## config.mk

```make
export PLATFORM = sky130hd
export DESIGN_NAME = id_ex_stage
export DESIGN_NICKNAME = d
export VERILOG_FILES = /design/src/rtl/id_ex_stage.sv
export SDC_FILE = /design/constraint.sdc
export NUM_CORES = 1
export LEC_CHECK = 0
export BUFFER_PORTS_ARGS = -buffer_cell sky130_fd_sc_hd__clkbuf_2
export CORE_ASPECT_RATIO = 0.9
export CORE_MARGIN = 10
export CORE_UTILIZATION = 48
export DETAILED_ROUTE_END_ITERATION = 6
export PLACE_DENSITY = 0.86
export SETUP_SLACK_MARGIN = 0.02
export SLEW_MARGIN = 40
export SYNTH_ARGS = -nofsm -noshare
export SYNTH_HDL_FRONTEND = slang
export SYNTH_SLANG_ARGS = --single-unit
```

## constraint.sdc

```tcl
create_clock -name clk -period 12 [get_ports clk]
set_input_delay 2.4 -clock clk [delete_from_list [all_inputs] [get_ports clk]]
set_output_delay 2.4 -clock clk [all_outputs]
set_load 0.02 [all_outputs]
```

## src/rtl/id_ex_stage.sv

```systemverilog
// id_ex_stage
//   ID->EX pipeline register for the 5-stage CPU. It carries the decoded
//   control bits, operands, immediate, PC and register indices from ID into
//   EX. The block also contains:
//     - the load-use and ecall-operand hazard detector,
//     - the bubble/flush insertion logic,
//     - the ecall halt sequencer. After a halting ecall is captured, the
//       sequencer lets the older instructions drain and then raises
//       is_halted.
//
// Ports
//   clk, reset                 rising-edge clock; async active-high reset
//   id_valid                   ID holds a real instruction
//   id_<ctrl>                  decoded control bits (mem_read, mem_to_reg,
//                              mem_write, alu_src, write_enable, pc_to_reg,
//                              is_ecall)
//   id_uses_rs1/2              instruction actually reads rs1/rs2
//   id_rs1/rs2/rd              register indices
//   id_rs1_data/rs2_data/imm/pc  operands, immediate, PC
//   id_alu_ctrl                ALU op select
//   id_x17_data                x17 as read in ID (ecall argument)
//   flush                      mispredict from EX; kills the ID instruction
//   ex_valid, ex_*             registered copies of the ID fields
//   hazard_stall               hold PC and IF/ID this cycle (combinational)
//   is_halted                  CPU halted; held until reset
//
// FSM states
//   state    | meaning
//   S_RUN    | normal operation; hazards may stall
//   S_DRAIN  | halting ecall is in flight; older instructions retire; front end frozen
//   S_HALTED | CPU stopped; is_halted=1 until reset
module id_ex_stage #(
  parameter int XLEN         = 32,
  parameter int HALT_CODE    = 10,
  parameter int ECALL_REG    = 17,
  parameter int DRAIN_CYCLES = 3
) (
  input  logic            clk,
  input  logic            reset,
  input  logic            id_valid,
  input  logic            id_mem_read,
  input  logic            id_mem_to_reg,
  input  logic            id_mem_write,
  input  logic            id_alu_src,
  input  logic            id_write_enable,
  input  logic            id_pc_to_reg,
  input  logic            id_is_ecall,
  input  logic            id_uses_rs1,
  input  logic            id_uses_rs2,
  input  logic [4:0]      id_rs1,
  input  logic [4:0]      id_rs2,
  input  logic [4:0]      id_rd,
  input  logic [XLEN-1:0] id_rs1_data,
  input  logic [XLEN-1:0] id_rs2_data,
  input  logic [XLEN-1:0] id_imm,
  input  logic [XLEN-1:0] id_pc,
  input  logic [3:0]      id_alu_ctrl,
  input  logic [XLEN-1:0] id_x17_data,
  input  logic            flush,
  output logic            ex_valid,
  output logic            ex_mem_read,
  output logic            ex_mem_to_reg,
  output logic            ex_mem_write,
  output logic            ex_alu_src,
  output logic            ex_write_enable,
  output logic            ex_pc_to_reg,
  output logic            ex_is_ecall,
  output logic [4:0]      ex_rs1,
  output logic [4:0]      ex_rs2,
  output logic [4:0]      ex_rd,
  output logic [XLEN-1:0] ex_rs1_data,
  output logic [XLEN-1:0] ex_rs2_data,
  output logic [XLEN-1:0] ex_imm,
  output logic [XLEN-1:0] ex_pc,
  output logic [3:0]      ex_alu_ctrl,
  output logic            hazard_stall,
  output logic            is_halted
);

  localparam int              CNT_W     = $clog2(DRAIN_CYCLES + 1);
  localparam logic [XLEN-1:0] HALT_VAL  = XLEN'(HALT_CODE);
  localparam logic [4:0]      ECALL_IDX = 5'(ECALL_REG);
  localparam logic [CNT_W-1:0] CNT_LOAD = CNT_W'(DRAIN_CYCLES);
  localparam logic [CNT_W-1:0] CNT_ONE  = CNT_W'(1);

  typedef enum logic [1:0] {S_RUN, S_DRAIN, S_HALTED} state_t;

  typedef struct packed {
    logic            valid;
    logic            mem_read;
    logic            mem_to_reg;
    logic            mem_write;
    logic            alu_src;
    logic            write_enable;
    logic            pc_to_reg;
    logic            is_ecall;
    logic [4:0]      rs1;
    logic [4:0]      rs2;
    logic [4:0]      rd;
    logic [XLEN-1:0] rs1_data;
    logic [XLEN-1:0] rs2_data;
    logic [XLEN-1:0] imm;
    logic [XLEN-1:0] pc;
    logic [3:0]      alu_ctrl;
  } stage_t;

  state_t          state, state_nxt;
  logic [CNT_W-1:0] cnt, cnt_nxt;
  stage_t          id_d, ex_q;
  logic            load_use, ecall_dep, stall_raw, bubble;

  assign id_d = '{valid: id_valid, mem_read: id_mem_read, mem_to_reg: id_mem_to_reg,
                  mem_write: id_mem_write, alu_src: id_alu_src,
                  write_enable: id_write_enable, pc_to_reg: id_pc_to_reg,
                  is_ecall: id_is_ecall, rs1: id_rs1, rs2: id_rs2, rd: id_rd,
                  rs1_data: id_rs1_data, rs2_data: id_rs2_data, imm: id_imm,
                  pc: id_pc, alu_ctrl: id_alu_ctrl};

  // A load to x0 never produces a value, so it never blocks a consumer.
  assign load_use  = ex_q.valid & ex_q.mem_read & (ex_q.rd != 5'd0) &
                     ((id_uses_rs1 & (id_rs1 == ex_q.rd)) |
                      (id_uses_rs2 & (id_rs2 == ex_q.rd)));
  // ecall reads x17 in ID, so it must wait while a write to x17 is still in EX.
  assign ecall_dep = id_is_ecall & ex_q.valid & ex_q.write_enable &
                     (ex_q.rd == ECALL_IDX);

  always_ff @(posedge clk or posedge reset) begin
    if (reset) begin
      state <= S_RUN;
      cnt   <= '0;
    end else begin
      state <= state_nxt;
      cnt   <= cnt_nxt;
    end
  end

  always_comb begin
    state_nxt = state;
    cnt_nxt   = cnt;
    stall_raw = 1'b0;
    case (state)
      S_RUN: begin
        stall_raw = id_valid & (load_use | ecall_dep);
        if (!flush && !stall_raw && id_valid && id_is_ecall &&
            (id_x17_data == HALT_VAL)) begin
          state_nxt = S_DRAIN;
          cnt_nxt   = CNT_LOAD;
        end
      end
      S_DRAIN: begin
        stall_raw = 1'b1;
        cnt_nxt   = cnt - CNT_ONE;
        if (cnt == CNT_ONE) state_nxt = S_HALTED;
      end
      S_HALTED: stall_raw = 1'b1;
      default: state_nxt = S_RUN;
    endcase
    hazard_stall = stall_raw & ~reset;
    // Outside RUN, flush has no effect of its own; the bubble comes from the state.
    bubble = flush | stall_raw | (state != S_RUN);
  end

  always_ff @(posedge clk or posedge reset) begin
    if (reset)       ex_q <= '0;
    else if (bubble) ex_q <= '0;
    else             ex_q <= id_d;
  end

  always_ff @(posedge clk or posedge reset) begin
    if (reset) is_halted <= 1'b0;
    else       is_halted <= (state_nxt == S_HALTED);
  end

  assign ex_valid        = ex_q.valid;
  assign ex_mem_read     = ex_q.mem_read;
  assign ex_mem_to_reg   = ex_q.mem_to_reg;
  assign ex_mem_write    = ex_q.mem_write;
  assign ex_alu_src      = ex_q.alu_src;
  assign ex_write_enable = ex_q.write_enable;
  assign ex_pc_to_reg    = ex_q.pc_to_reg;
  assign ex_is_ecall     = ex_q.is_ecall;
  assign ex_rs1          = ex_q.rs1;
  assign ex_rs2          = ex_q.rs2;
  assign ex_rd           = ex_q.rd;
  assign ex_rs1_data     = ex_q.rs1_data;
  assign ex_rs2_data     = ex_q.rs2_data;
  assign ex_imm          = ex_q.imm;
  assign ex_pc           = ex_q.pc;
  assign ex_alu_ctrl     = ex_q.alu_ctrl;

endmodule

```

# Yosys cells after proc, flatten, opt, wreduce, memory -nomap -nowiden
# Index checks and enable logic that the tools add are counted.
# Widths: inputs -> output; s select.
[word_totals]
regBits = 160
output_inout_bits = 157
input_bits = 192
[op_classes]
n_addsub = 1
n_reduce_logical = 12
mux = 7
n_eq_ne = 9
n_bitwise = 15
[ops]
columns = ["cell", "n"]
rows = [
  ["$mux 155", 1],
  ["$eq 32x4->1 const B", 1],
  ["$and 1x1->1", 10],
  ["$eq 5x5->1", 2],
  ["$mux 2", 3],
  ["$pmux 2 s3", 1],
  ["$eq 5x5->1 const B", 1],
  ["$reduce_bool 5->1", 1],
  ["$eq 2x1->1 const B", 2],
  ["$eq 2x2->1 const B", 2],
  ["$logic_and 1x1->1", 4],
  ["$or 1x1->1", 4],
  ["$pmux 2 s2", 1],
  ["$reduce_bool 2->1", 2],
  ["$logic_not 1->1", 2],
  ["$logic_not 2->1", 1],
  ["$ne 2x2->1 const B", 1],
  ["$pmux 1 s2", 1],
  ["$reduce_and 2->1", 1],
  ["$reduce_or 2->1", 1],
  ["$sub 2x1->2 const B", 1],
  ["$not 1->1", 1],
]

# Longest topological paths before layout
[depth]
depth_word = 14
depth_mapped = 8

# Worst setup path before layout
# No wires, ideal clock.
[synth_timing]
kind = "input-to-output"
startpoint = "input reset"
endpoint = "output hazard_stall"
t_required_ns = 9.600
slack_ns = 3.230
arrival_time_ns = 6.370
cell_stages = 2
path_cell_list = "inv_1 > and3_1"
[synth_between]
elab_chain_len = 2
[synth_rtl]
columns = ["item", "line", "source"]
rows = [
  ["start, declared", "39", "input logic reset,"],
  ["$not 1->1", "158", "hazard_stall = stall_raw & ~reset;"],
  ["$and 1x1->1", "158", ""],
  ["end, declared", "76", "output logic hazard_stall,"],
]
# Every way passes these cells.

# Worst setup path after layout
[layout_timing]
startpoint = "input id_rs2[0]"
endpoint = "output hazard_stall"
[layout_between]
elab_chain_len = 8
[layout_rtl]
columns = ["item", "line", "source"]
rows = [
  ["start, declared", "51", "input logic [4:0] id_rs2,"],
  ["$eq 5x5->1", "122", "(id_uses_rs2 & (id_rs2 == ex_q.rd)));"],
  ["$and 1x1->1", "122", ""],
  ["$or 1x1->1", "121", "((id_uses_rs1 & (id_rs1 == ex_q.rd)) |"],
  ["$and 1x1->1", "120", "assign load_use = ex_q.valid & ex_q.mem_read & (ex_q.rd != 5'd0) &"],
  ["$or 1x1->1", "143", "stall_raw = id_valid & (load_use | ecall_dep);"],
  ["$and 1x1->1", "143", ""],
  ["$pmux 1 s2", "141", "case (state)"],
  ["$and 1x1->1", "158", ""],
]
# Every way passes these cells.

==> flow_summary.ini <==
[run_status]
status = finished, final reports clean

[pwr]
seq_power_share_pct = 47.3
power_mw = 1.14
switching_power_mw = 0.241
powerDensity_mw_per_mm2 = 129
p_clk_share_pct = 47.6
cellLeakagePower_nw = 5.08
swShare_pct = 21.1
power_frac_comb_pct = 5.1
internal_power_mw = 0.900
ir_drop_mv = 0.106

[synth]
ys_seq_area_share_pct = 62.7
synth_edf_count = 0
synth_top_area_share_pct = 62.7
synthAdderAreaFrac_pct = 0.980
synth-simple-area-share_pct = 2.66
synth_top_family_by_area = compound AO/OA/AOI/OAI gates
synthXorXnorAreaFrac_pct = 1.37
syn_avg_cell_area_sq_um = 10.9
synth_mux_area_share_pct = 0
yosysMostFrequentCell = inv_1
yosys-top-cells-count = 163 x inv_1, 160 x dfrtp_1, 155 x a211oi_1
synth_top_area_cell = dfrtp_1
yosysUniqueCellTypes = 29
synth_flop_cell = dfrtp_1
synth_nets = 783
synthCells = 586
synth_compound_area_share_pct = 19.7
yosys_register_bits = 160
synth_warnings = 0
async_flop_share_pct = 100
synth_area_leaders = dfrtp_1 63%, a211oi_1 18%, inv_1 9.6%, clkbuf_1 3.0%, xnor2_1 1.4%
synth_area_sq_mm = 0.00639

[routing]
viasPerCell = 5.01
drt_iter0_drc = 250
vias = 5435
drtPass1Iterations = 4
drtAntennaViolNets = 0
wl_per_cell_um = 19.2
wirelength_um = 20800
drc = 0

[cells_and_area]
area_growth_pct = 38.2
layout-drive-gt1-share_pct = 42.5
fill_cells = 985
fin_nets = 1105
n_antenna_cell = 0

[clock_tree]
clock_sinks = 160
cts_resized = 0
clkSlewWorstSetupHoldPaths_ns = 0.06
h-tree-depth = 4
postCtsHoldBufs = 0
cts_buffer_depth = 2
tritoncts = yes
cts_setup_buffers = 0
cts_buffers = 17
root_buffer = clkbuf_16
clk_latency_ns = 0.41

[die]
initial_core_util_pct = 49.6
core-area_sq_mm = 0.0129
die_x_um = 142
rows = 39
dieArea_sq_mm = 0.0183
ios = 349
die_h_um = 129

[placement]
dpl.hpwl_um = 15700
io_buffers = 348
pre_cts_ws_ns = 5.90
globalplace.congestion = 0.872

[global_route]
gr-total-overflow = 0
grt_antenna_before_repair = 0
grt_pass1_wl_um = 31200
grt_use_total_pct = 21.7
grt_pass1_vias = 5716
grt_max_degree = 105

[sta]
min_period_ns = 6.10
min_period_over_period_pct = 50.8
fmaxAchievable_ghz = 0.164
finalHoldViolCount = 0
slew_headroom_pct = 44.3
fin_worst_skew_ns = 0.00731
setup_viol = 0
fin_ws_ns = 5.90
tns_ns = 0
tightestPinTransition_ns = 0.836
report.final.slew_viol_count = 0
rsz0062_at_grt = no

[worst_setup_path]
rrSetupSlack_ns = 8.91
crit_top_cell = clkbuf_2
cp-start-kind = input port
crit_type = input port to output pin
required_ns = 9.60
endpoint_kind = output pin
reg2reg_depth = 8
cp.arrival_ns = 3.70
crit_start = id_rs2[0]
cp_max_fo = 2
crit_end = hazard_stall
cp_slowest_cell = o22ai_1
timing.rr.start = state[0]$_DFF_PP0_
cp_cell_sequence = clkbuf_2, xnor2_1, nand4_1, o22ai_1, a21oi_1, o31ai_1, and3_1, clkbuf_2
r2r_end = cnt[0]$_DFFE_PP0P_
max_stage_delay_ns = 0.20

[min_path]
hold_class = flop to flop

[flow_run]
maxCapViolCount = 0
-- area by class of cell --
cell class | instances | area [sq um] | share of cell area [%]
clock buffer | 18 | 439 | 4.98
clock inverter | 14 | 164 | 1.86
inverter | 163 | 619 | 7.02
multi-input combinational | 212 | 1600 | 18.1
sequential | 160 | 4000 | 45.4
tap | 164 | 205 | 2.33
timing repair buffer | 354 | 1790 | 20.3
-- critical path, delay by kind of cell --
| family | cells | cell delay [ns] |
|---|---|---|
| xor gates and xnor gates | 1 | 0.15 |
| buffers and inverters | 2 | 0.29 |
| AOI/OAI and AO/OA | 3 | 0.55 |
| and+or+nand+nor | 2 | 0.30 |
-- logic make-up (layout without fill, tap and decap cells) --
| group | after synthesis | after routing |
|---|---|---|
| AO/OA/AOI/OAI | 168 | 168 |
| XOR/XNOR | 10 | 10 |
| AND/OR/NAND/NOR | 29 | 29 |
| flip-flops | 160 | 160 |
| buffers and inverters | 214 | 549 |
| adder cells (fa/ha/maj) | 5 | 5 |
-- routing by layer --
| metal | track usage [%] | share of wire, % |
|---|---|---|
| met4 | 6.07 | 1.5 |
| met2 | 38.7 | 53 |
| met5 | 0 | 0 |
| met3 | 8.25 | 8.6 |
| met1 | 23.7 | 37 |
-- worst min path at each step --
stage | start | end | slack [ns] | depth (start not counted)
after floorplan | cnt[1]$_DFFE_PP0P_ | cnt[1]$_DFFE_PP0P_ | 0.50 | 1
after global placement | cnt[1]$_DFFE_PP0P_ | cnt[1]$_DFFE_PP0P_ | 0.54 | 1
after detailed placement | cnt[1]$_DFFE_PP0P_ | cnt[1]$_DFFE_PP0P_ | 0.54 | 1
after CTS | cnt[1]$_DFFE_PP0P_ | cnt[1]$_DFFE_PP0P_ | 0.55 | 1
after global routing | cnt[1]$_DFFE_PP0P_ | cnt[1]$_DFFE_PP0P_ | 0.59 | 1
final | cnt[1]$_DFFE_PP0P_ | cnt[1]$_DFFE_PP0P_ | 0.55 | 1
-- through the flow --
stage | std cells | utilization, % | instance area (sq um) | hold slack (ns)
after floorplan | 586 | - | 6390 | 0.505
after global placement | 1053 | 63.8 | 8210 | 0.537
after detailed placement | 1053 | 63.8 | 8220 | 0.545
after CTS | 1085 | 68.5 | 8820 | 0.552
after global routing | 1085 | 68.5 | 8820 | 0.589
final | 1085 | 68.5 | 8820 | 0.553
-- power groups by stage --
stage          logic [mW]  clock network, mW  registers, mW
2_1_floorplan      0.0209                  0          0.550
3_3_place_gp       0.0575                  0          0.549
3_5_place_dp       0.0589                  0          0.549
4_1_cts            0.0596              0.551          0.539
5_1_grt            0.0668              0.576          0.539
6_report           0.0586              0.543          0.540
-- cells in the final DEF (no fill, tap or decap), drive strengths merged, types with 2 or more instances in the layout --
cell,count
nand2,5
o31ai,2
nand3,3
clkinv,6
clkbuf,366
or3,2
inv,165
nor4b,2
nor2,2
xnor2,10
buf,6
a21oi,2
clkinvlp,3
a211oi,155
bufinv,3
or4,2
nor4,4
ha,5
a2bb2oi,2
o21ai,3
and2,2
dfrtp,160
nand4,3
Note: power is estimated with default switching activity, not from simulation.
